$ cat src/rtl/uart_rx_mmio.sv
// uart_rx_mmio
// Memory-mapped UART receiver (8N1, LSB first) with a small receive FIFO,
// read by the core's MEM-stage load/store path.
//
// Ports:
//   clk      system clock, all logic on the rising edge
//   reset    synchronous active-high reset
//   uart_rx  asynchronous serial input, idles high
//   sel      peripheral selected by the MEM-stage address decode
//   addr     register select: 0 = RXDATA, 1 = STATUS
//   rd_en    load access (qualified by sel); RXDATA loads pop the FIFO
//   wr_en    store access (qualified by sel); STATUS stores are write-1-to-clear
//   wdata    store data, bit1 clears overrun, bit2 clears frame_err
//   rdata    combinational read data
//   rx_irq   registered, high while the FIFO holds data
//
// STATUS layout: bit0 not_empty, bit1 overrun, bit2 frame_err, bit3 full.
module uart_rx_mmio #(
  parameter int CLK_FREQ   = 50000000,
  parameter int BAUD_RATE  = 115200,
  parameter int FIFO_DEPTH = 4,
  parameter int DATA_WIDTH = 32
) (
  input  logic                  clk,
  input  logic                  reset,
  input  logic                  uart_rx,
  input  logic                  sel,
  input  logic                  addr,
  input  logic                  rd_en,
  input  logic                  wr_en,
  input  logic [DATA_WIDTH-1:0] wdata,
  output logic [DATA_WIDTH-1:0] rdata,
  output logic                  rx_irq
);

  localparam int CLKS_PER_BIT = CLK_FREQ / BAUD_RATE;
  localparam int CNT_W        = $clog2(CLKS_PER_BIT);
  localparam int PTR_W        = $clog2(FIFO_DEPTH);
  localparam int FCNT_W       = PTR_W + 1;

  // Start-bit wait lands the first sample mid-bit; later samples are a full bit apart.
  localparam logic [CNT_W-1:0]  HALF_RELOAD = CNT_W'(CLKS_PER_BIT / 2 - 1);
  localparam logic [CNT_W-1:0]  BIT_RELOAD  = CNT_W'(CLKS_PER_BIT - 1);
  localparam logic [CNT_W-1:0]  CNT_ONE     = CNT_W'(1);
  localparam logic [FCNT_W-1:0] FCNT_ONE    = FCNT_W'(1);
  localparam logic [FCNT_W-1:0] FCNT_FULL   = FCNT_W'(FIFO_DEPTH);
  localparam logic [PTR_W-1:0]  PTR_ONE     = PTR_W'(1);

  typedef enum logic [2:0] {
    IDLE,
    START,
    DATA,
    STOP,
    WAIT_HIGH
  } state_t;

  logic             rx_sync_p0;
  logic             rx_s;
  state_t           state;
  logic [CNT_W-1:0] sample_cnt;
  logic [2:0]       bit_idx;
  logic [7:0]       shift_reg;

  logic [7:0]        fifo_mem [FIFO_DEPTH];
  logic [PTR_W-1:0]  wr_ptr;
  logic [PTR_W-1:0]  rd_ptr;
  logic [FCNT_W-1:0] count;
  logic              overrun;
  logic              frame_err;

  logic sample_now;
  logic stop_ok;
  logic stop_bad;
  logic not_empty;
  logic full;
  logic pop;
  logic push;
  logic overrun_set;
  logic status_wr;

  logic unused_wdata;
  assign unused_wdata = ^{wdata[DATA_WIDTH-1:3], wdata[0]};

  // ---- input synchronizer: uart_rx -> rx_sync_p0 -> rx_s ----
  always_ff @(posedge clk) begin
    if (reset) begin
      rx_sync_p0 <= 1'b1;
      rx_s       <= 1'b1;
    end else begin
      rx_sync_p0 <= uart_rx;
      rx_s       <= rx_sync_p0;
    end
  end

  // ---- receive FSM: bit timing and deserialization ----
  always_ff @(posedge clk) begin
    if (reset) begin
      state      <= IDLE;
      sample_cnt <= '0;
      bit_idx    <= '0;
      shift_reg  <= '0;
    end else begin
      case (state)
        IDLE: begin
          if (!rx_s) begin
            sample_cnt <= HALF_RELOAD;
            state      <= START;
          end
        end
        START: begin
          if (sample_cnt == '0) begin
            // A line already back high at mid start bit was only a glitch.
            if (!rx_s) begin
              sample_cnt <= BIT_RELOAD;
              bit_idx    <= '0;
              state      <= DATA;
            end else begin
              state <= IDLE;
            end
          end else begin
            sample_cnt <= sample_cnt - CNT_ONE;
          end
        end
        DATA: begin
          if (sample_cnt == '0) begin
            shift_reg[bit_idx] <= rx_s;
            sample_cnt         <= BIT_RELOAD;
            if (bit_idx == 3'd7) begin
              state <= STOP;
            end else begin
              bit_idx <= bit_idx + 3'd1;
            end
          end else begin
            sample_cnt <= sample_cnt - CNT_ONE;
          end
        end
        STOP: begin
          if (sample_cnt == '0) begin
            state <= rx_s ? IDLE : WAIT_HIGH;
          end else begin
            sample_cnt <= sample_cnt - CNT_ONE;
          end
        end
        WAIT_HIGH: begin
          // Hold off decoding until a break releases the line.
          if (rx_s) begin
            state <= IDLE;
          end
        end
        default: state <= IDLE;
      endcase
    end
  end

  assign sample_now  = (state == STOP) && (sample_cnt == '0);
  assign stop_ok     = sample_now && rx_s;
  assign stop_bad    = sample_now && !rx_s;

  assign not_empty   = (count != '0);
  assign full        = (count == FCNT_FULL);
  assign pop         = sel && rd_en && !addr && not_empty;
  // A pop in the same cycle frees the slot, so a full FIFO still accepts the byte.
  assign push        = stop_ok && (!full || pop);
  assign overrun_set = stop_ok && full && !pop;
  assign status_wr   = sel && wr_en && addr;

  // ---- receive FIFO and status flags ----
  always_ff @(posedge clk) begin
    if (push) begin
      fifo_mem[wr_ptr] <= shift_reg;
    end
  end

  always_ff @(posedge clk) begin
    if (reset) begin
      wr_ptr    <= '0;
      rd_ptr    <= '0;
      count     <= '0;
      overrun   <= 1'b0;
      frame_err <= 1'b0;
      rx_irq    <= 1'b0;
    end else begin
      if (push) begin
        wr_ptr <= wr_ptr + PTR_ONE;
      end
      if (pop) begin
        rd_ptr <= rd_ptr + PTR_ONE;
      end
      case ({push, pop})
        2'b10:   count <= count + FCNT_ONE;
        2'b01:   count <= count - FCNT_ONE;
        default: count <= count;
      endcase
      // Set events take priority over a same-cycle write-1-to-clear.
      overrun   <= overrun_set || (overrun && !(status_wr && wdata[1]));
      frame_err <= stop_bad || (frame_err && !(status_wr && wdata[2]));
      rx_irq    <= not_empty;
    end
  end

  // ---- bus read mux ----
  always_comb begin
    rdata = '0;
    if (sel && rd_en) begin
      if (!addr) begin
        if (not_empty) begin
          rdata = {{(DATA_WIDTH - 8){1'b0}}, fifo_mem[rd_ptr]};
        end
      end else begin
        rdata = DATA_WIDTH'({full, frame_err, overrun, not_empty});
      end
    end
  end

endmodule

$ cat config.mk
export PLATFORM = sky130hd
export DESIGN_NAME = uart_rx_mmio
export DESIGN_NICKNAME = d
export VERILOG_FILES = /design/src/rtl/uart_rx_mmio.sv
export SDC_FILE = /design/constraint.sdc
export NUM_CORES = 1
export LEC_CHECK = 0
export CORE_UTILIZATION = 38
export CTS_CLUSTER_SIZE = 10
export DETAILED_ROUTE_END_ITERATION = 8
export GPL_ROUTABILITY_DRIVEN = 1
export PLACE_DENSITY = 0.63
export SYNTH_ARGS = -nofsm -noshare
export SYNTH_HDL_FRONTEND = slang
export SYNTH_SLANG_ARGS = --single-unit
$ cat constraint.sdc
create_clock -name clk -period 2.4 [get_ports clk]
set_input_delay 0.6 -clock clk [delete_from_list [all_inputs] [get_ports clk]]
set_output_delay 0.6 -clock clk [all_outputs]
set_load 0.05 [all_outputs]
Word level (Yosys, flattened, before mapping)
Memories as Yosys holds them, arrays and structs flattened. A register that Yosys moved wholly into a read port is not among the register bits. Cells that the tools add are included.

Word-level logic and storage cells: 105. Bits in registers: 35. Bits in writable memories: 32. Memories kept: 1.

Memory list: fifo_mem (words 4, bits a word 8, rd ports 1, clocked after memory_dff 1, wr ports 1, RTL line 64) `logic [7:0] fifo_mem [FIFO_DEPTH];`.

Reductions and logical operators: 35. $add $sub $neg: 6. Magnitude comparators: 2. Mux-type cells: 31. Equal/unequal tests: 18.

Operator list (count): two-way mux 32 bit (2); two-way mux 9 bit (5); one-hot mux 9 bit (4 select lines) (1); two-way mux 3 bit (11); inequality test 2 bit (second input constant) (9); logical AND 1 bit (16); one-hot mux 3 bit (5 select lines) (1); one-hot mux 3 bit (2 select lines) (2); == test 3 bit (second input constant) (3); logical NOT 9 bit (1); subtractor 9 x 1 -> 9 bit (second input constant) (1); bitwise mux 8 bit (1); two-way mux 8 bit (1); adder 3 x 1 -> 3 bit (second input constant) (2); == test 3 x 2 -> 1 bit (second input constant) (2); logical NOT 1 bit (6); two-way mux 2 bit (3); AND reduction 6 bit (1); AND reduction 5 bit (1); adder 2 x 1 -> 2 bit (second input constant) (2); less-than comparator 3 x 4 -> 1 bit (second input constant) (1); AND reduction 4 bit (1); nonzero test 2 bit (2); nonzero test 4 bit (1); other kinds (12) (16).

Longest topological paths before layout
Gate-level depths: netlist of run 1.

Depth after elaboration: 7. Gate-level depth with buffers: 10. Gate-level depth less buffers: 9.

Worst setup path after synthesis of run 1
Ideal clock, no wire load.

Path type: reg2out. From: reg with a tool-made name. To: out rdata[1]. Cell stages (with the launch flop): 5. Required time: 1800 ps. Arrival time: 1747 ps. Setup slack: 53 ps. Buffers on the path: 1. Cells stage by stage: dfxtp_1 clkbuf_1 mux4_2 a22oi_1 nor2_1.

RTL lines: end, declared (RTL line 32) `output logic [DATA_WIDTH-1:0] rdata,`.

==> results of run 1 <==
[timing repair]
item,in CTS,in global routing
buffers inserted,1,1
gates resized for setup,13,4
pin swaps,1,0
setup endpoints to repair,8,7
[power by group]
group          internal (W)  total (W)  switching [W]
registers           0.00123    0.00126      0.0000250
clock network      0.000559    0.00103       0.000471
logic              0.000128   0.000373       0.000245
total               0.00192    0.00266       0.000740
[through the flow]
stage	setup slack [ns]	utilization
2_1_floorplan	0.0531	-
3_3_place_gp	-0.302	0.443
3_5_place_dp	-0.266	0.443
4_1_cts	0.0166	0.472
5_1_grt	0.0119	0.475
6_report	0.0921	0.475
[cell families after synthesis]
kind of cell               synth area share
and+or+nand+nor                       0.198
DFF                                   0.493
buffers and inverters                0.0830
AOI/OAI and AO/OA                    0.0845
muxes                                0.0931
adders and majority gates            0.0348
xor gates and xnor gates             0.0127
other                               0.00109
[cells in the mapped netlist (4+ instances only)]
master	n	area, µm²
a211oi_1	4	30.0
a21oi_1	9	45.0
and2_1	8	50.1
buf_4	24	180
clkbuf_1	11	41.3
dfxtp_1	37	741
edfxtp_1	32	961
ha_1	8	100
inv_1	5	18.8
mux2i_1	13	130
mux4_2	8	180
nand2_1	17	63.8
nand2b_1	5	31.3
nand3_1	5	25.0
nand3b_1	4	30.0
nor2_1	42	158
nor3_1	6	30.0
o21ai_0	4	20.0
o22ai_1	4	25.0
or2_2	4	25.0
[how the worst min path moves through the flow]
stage / from / end / slack [ns] / cells after the start
CTS: rx_sync_p0 / rx_s / 0.42 / 1
finish: rx_sync_p0 / rx_s / 0.41 / 1
floorplan: rx_sync_p0 / rx_s / 0.39 / 1
detailed placement: rx_sync_p0 / rx_s / 0.40 / 1
global placement: rx_sync_p0 / rx_s / 0.39 / 1
global route: rx_sync_p0 / rx_s / 0.42 / 1
[placed cells by master (no fill, tap or decap), drive strengths merged, types with 4 or more instances in the layout]
| master | n |
|---|---|
| nand3 | 5 |
| nand3b | 4 |
| o21ai | 5 |
| nor4 | 4 |
| a211oi | 4 |
| mux2i | 13 |
| conb | 24 |
| nor3 | 8 |
| and2 | 8 |
| buf | 40 |
| clkbuf | 10 |
| mux4 | 8 |
| a21oi | 10 |
| inv | 9 |
| edfxtp | 32 |
| nand2b | 5 |
| o22ai | 4 |
| or2 | 4 |
| clkdlybuf4s50 | 6 |
| ha | 8 |
| nor2 | 43 |
| dfxtp | 37 |
| nand2 | 17 |
[per-layer routing]
layer | GRT usage | share of wire
met2 | 0.239 | 0.47
met3 | 0.0317 | 0.035
met4 | 0.0645 | 0.018
met5 | 0 | 0
met1 | 0.195 | 0.47
[worst reg2reg max path: stages, from the launching register on]
cell,delay [ns]
dfxtp_1,0.35
inv_1,0.09
ha_1,0.16
nor4b_4,0.22
and4_1,0.28
nor2_1,0.07
fa_1,0.40
nor3_1,0.19
a31oi_1,0.06
mux2_2,0.27
[cell type report]
| class | count | share of cell area |
|---|---|---|
| Sequential cell | 69 | 0.410 |
| Timing Repair Buffer | 49 | 0.119 |
| Tap cell | 108 | 0.0324 |
| Clock inverter | 6 | 0.0177 |
| Inverter | 5 | 0.00450 |
| Multi-Input combinational cell | 221 | 0.381 |
| Clock buffer | 10 | 0.0357 |
==> flow_summary.json, run 1 <==
{
  "grt_pass1_wl_mm": 11.2,
  "fillers": 783,
  "cp.arrival_ns": 1.71,
  "drtAntennaViolNets": 0,
  "syn_area_per_cell_um2": 11.0,
  "syn_to_final_growth_pct": 20.7,
  "synth-seq-cells": 69,
  "first_pass_iters": 4,
  "wl_per_cell_um": 14.1,
  "start_util": 0.394,
  "powerDensity_nw_per_um2": 639,
  "reg2regPathDepth": 9,
  "fp-row-count": 34,
  "drive_gt1_frac": 0.247,
  "clock_latency_ns": 0.34,
  "max_cap_violations": 0,
  "cts_hold_buf": 0,
  "synth_edf_count": 32,
  "relSlewSlack": 0.571,
  "first_iter_violations": 161,
  "period_needed_ns": 2.31,
  "num_vias": 2384,
  "r2r-end": "count[2]",
  "nNetsFinal": 403,
  "coreArea_um2": 8760,
  "seq_area_um2": 1710,
  "power_w": 0.00266,
  "outcome": "complete, no violations",
  "ioPinCount": 72,
  "cts-htree-levels": 3,
  "grt-ovfl-total": 0,
  "final.setup.tns_ns": 0,
  "clk_path_buf_depth": 2,
  "clkTransAtPathRegs_ns": 0.08,
  "r2r_setup_slack_ns": 0.20,
  "placed_area_um2": 3880,
  "ys_types": 60,
  "worst_pin_slew_ns": 0.640,
  "path_depth": 4,
  "dieHeight_um": 97.3,
  "max_stage_delay_ns": 0.50,
  "die_w_um": 97.3,
  "setup_viol": 0,
  "cp-endpoint": "rdata[6]",
  "fin_cells": 468,
  "hold_class": "reg2reg",
  "place_congestion": 0.856,
  "cp_num_buf_inv": 2,
  "async_flop_share": 0,
  "place_inst": 450,
  "drc": 0,
  "worstSetupPathType": "reg2out",
  "synth-main-ff-cell": "dfxtp_1",
  "cts_tree": "built",
  "rsz0062_at_grt": "no",
  "crit_chain": "buf_6, mux4_2, and2_4, buf_12",
  "dp_hpwl_mm": 4.59,
  "crit_path_start_kind": "register",
  "holdWs_ns": 0.413,
  "die_area_um2": 9470,
  "worstPathRequired_ns": 1.80,
  "cts-root-buf": "clkbuf_8",
  "wirelength_mm": 6.61,
  "worst_setup_path_end_kind": "primary output",
  "p_leak_nw": 1.59,
  "synthCells": 314,
  "ys.warnings.count": 0,
  "grt_pass1_vias": 2246,
  "viasPerCell": 5.09,
  "num_antenna_cells": 0,
  "multi_input_area_um2": 1590,
  "clkSinkCount": 69,
  "cp_top_family": "multiplexers",
  "slowest_stage": "mux4_2",
  "hold_violations": 0,
  "syn_area_um2": 3450,
  "reg2reg_from": "sample_cnt[0]",
  "antenna_found_initial": 0,
  "track_usage": 0.149,
  "cp_max_fo": 5,
  "drv_slew": 0,
  "vdd_drop_max_v": 0.000238,
  "port_buffers": 17,
  "cts_buffers": 9,
  "max_freq_ghz": 0.433,
  "skew_ns": 0.00898,
  "finalCritPeriodShare": 0.962,
  "largest_register_ffs": 32,
  "grt_max_degree": 18,
  "seq_area_frac_synth": 0.493,
  "final_area_um2": 4170
}
No activity file was read; power rests on OpenSTA's default activity.
==> run 2, diff against run 1 <==
HOLD_SLACK_MARGIN = 0.15   (was unset)
SETUP_SLACK_MARGIN = 0.15   (was unset)
clock period = 1.92 ns   (was 2.4 ns; I/O delays follow)
==> flow_summary.json, run 2 (same netlist as run 1, synthesis figures left out) <==
{
  "outcome": "finished, violations left",
  "violations": "setup timing",
  "worstPathRequired_ns": 1.44,
  "hold_violations": 0,
  "cts-htree-levels": 3,
  "rsz0062_at_grt": "yes",
  "dp_hpwl_mm": 4.71,
  "period_needed_ns": 2.20,
  "reg2regPathDepth": 8,
  "worst_pin_slew_ns": 0.537,
  "holdCritStartpoint": "rx_sync_p0",
  "cp.arrival_ns": 1.72,
  "start_util": 0.394,
  "worstSetupPathType": "reg2out",
  "drv_slew": 0,
  "hold_class": "reg2reg",
  "port_buffers": 17,
  "antenna_found_initial": 0,
  "track_usage": 0.170,
  "finalCritPeriodShare": 1.15,
  "fin_cells": 497,
  "max_cap_violations": 0,
  "mostFrequentLayoutCell": "buf_4",
  "clkTransAtPathRegs_ns": 0.08,
  "largest_register_ffs": 32,
  "relSlewSlack": 0.641,
  "grt_max_degree": 25,
  "clock_latency_ns": 0.35,
  "setup_viol": 12,
  "cts_buffers": 9,
  "grt-ovfl-total": 0,
  "drc": 0,
  "crit_path_start_kind": "register",
  "vdd_drop_max_v": 0.000295,
  "clkSinkCount": 69,
  "viasPerCell": 5.24,
  "cp_max_fo": 4,
  "wl_per_cell_um": 15.4,
  "grt_pass1_vias": 2642,
  "place_inst": 464,
  "first_iter_violations": 216,
  "num_vias": 2606,
  "r2r-end": "count[2]",
  "powerDensity_nw_per_um2": 715,
  "skew_ns": 0.00862,
  "grt_pass1_wl_mm": 12.8,
  "die_w_um": 97.3,
  "layout_common_cells": "41 x buf_4, 32 x nor2_1, 32 x edfxtp_1",
  "dieHeight_um": 97.3,
  "power_w": 0.00341,
  "die_area_um2": 9470,
  "clk_path_buf_depth": 2,
  "worstHoldEndpoint": "rx_s",
  "r2r_setup_slack_ns": -0.14,
  "fin_ws_ns": -0.284,
  "syn_to_final_growth_pct": 38.1,
  "nNetsFinal": 432,
  "drtAntennaViolNets": 0,
  "reg2reg_from": "sample_cnt[0]",
  "drive_gt1_frac": 0.455,
  "num_antenna_cells": 0,
  "worst_setup_path_end_kind": "primary output",
  "cts_tree": "built",
  "place_congestion": 0.848,
  "p_leak_nw": 1.78,
  "cts_hold_buf": 0,
  "first_pass_iters": 4,
  "ioPinCount": 72,
  "final.setup.tns_ns": -2.15,
  "wirelength_mm": 7.64,
  "max_freq_ghz": 0.454,
  "coreArea_um2": 8760,
  "cts-root-buf": "clkbuf_8",
  "fp-row-count": 34,
  "hold_path_depth": 1
}
[run 2: cell count changes in the layout (fill, tap and decap cells not counted), sizes merged]
| cell | change |
|---|---|
| buf | +28 |
| clkinv | +3 |
| inv | -3 |
| clkinvlp | +2 |
| a21oi | +1 |
| bufinv | -1 |
| clkbuf | -1 |
[run 2: routing by layer]
metal / vias to the layer above / GRT usage / share of wire
met5: - / 0 / 0
li1: 1233 / - / -
met1: 1263 / 0.208 / 0.44
met4: 0 / 0.0894 / 0.024
met2: 90 / 0.285 / 0.49
met3: 20 / 0.0338 / 0.046
[run 2: metrics by stage]
stage | hold WS [ns] | utilization | cell area, µm² | worst slack, ns
after global placement | 0.393 | 0.468 | 4100 | -0.510
final | 0.411 | 0.544 | 4770 | -0.284
after CTS | 0.412 | 0.523 | 4580 | -0.312
after detailed placement | 0.394 | 0.468 | 4100 | -0.589
after global routing | 0.430 | 0.544 | 4770 | -0.340
after floorplan | 0.389 | - | 3630 | -0.198
[run 2: how the worst max path moves through the flow]
stage | start | endpoint | cells after the start
floorplan | sample_cnt[0] | count[2] | 9
global placement | sel | count[2] | 8
detailed placement | sel | count[2] | 8
CTS | register | rdata[2] | 5
global route | register | rdata[2] | 5
finish | register | rdata[2] | 5
[run 2: area by class of cell]
type	instances	area [µm²]
tap	108	135
multi-input combinational	222	1920
clock inverter	7	51.3
timing repair buffer	77	803
sequential	69	1720
fill	692	4000
clock buffer	9	124
inverter	5	18.8
[run 2: power by group]
part	total [W]	internal, W	switching [W]
logic	0.000786	0.000359	0.000427
clock network	0.00105	0.000472	0.000578
registers	0.00157	0.00154	0.0000291
total	0.00341	0.00237	0.00103
[run 2: worst max-delay path, cell delays in order, from the launching register on]
cell and delay, ns:
dfxtp_4 0.37, buf_12 0.11, mux4_2 0.50, a22oi_2 0.20, nor2_4 0.06, buf_12 0.14
[run 2: timing repair]
action,4_1_cts,5_1_grt
resized for setup,55,31
endpoints found under the setup margin,66,67
gates cloned,1,0
buffers inserted,9,7
pin swaps,34,29
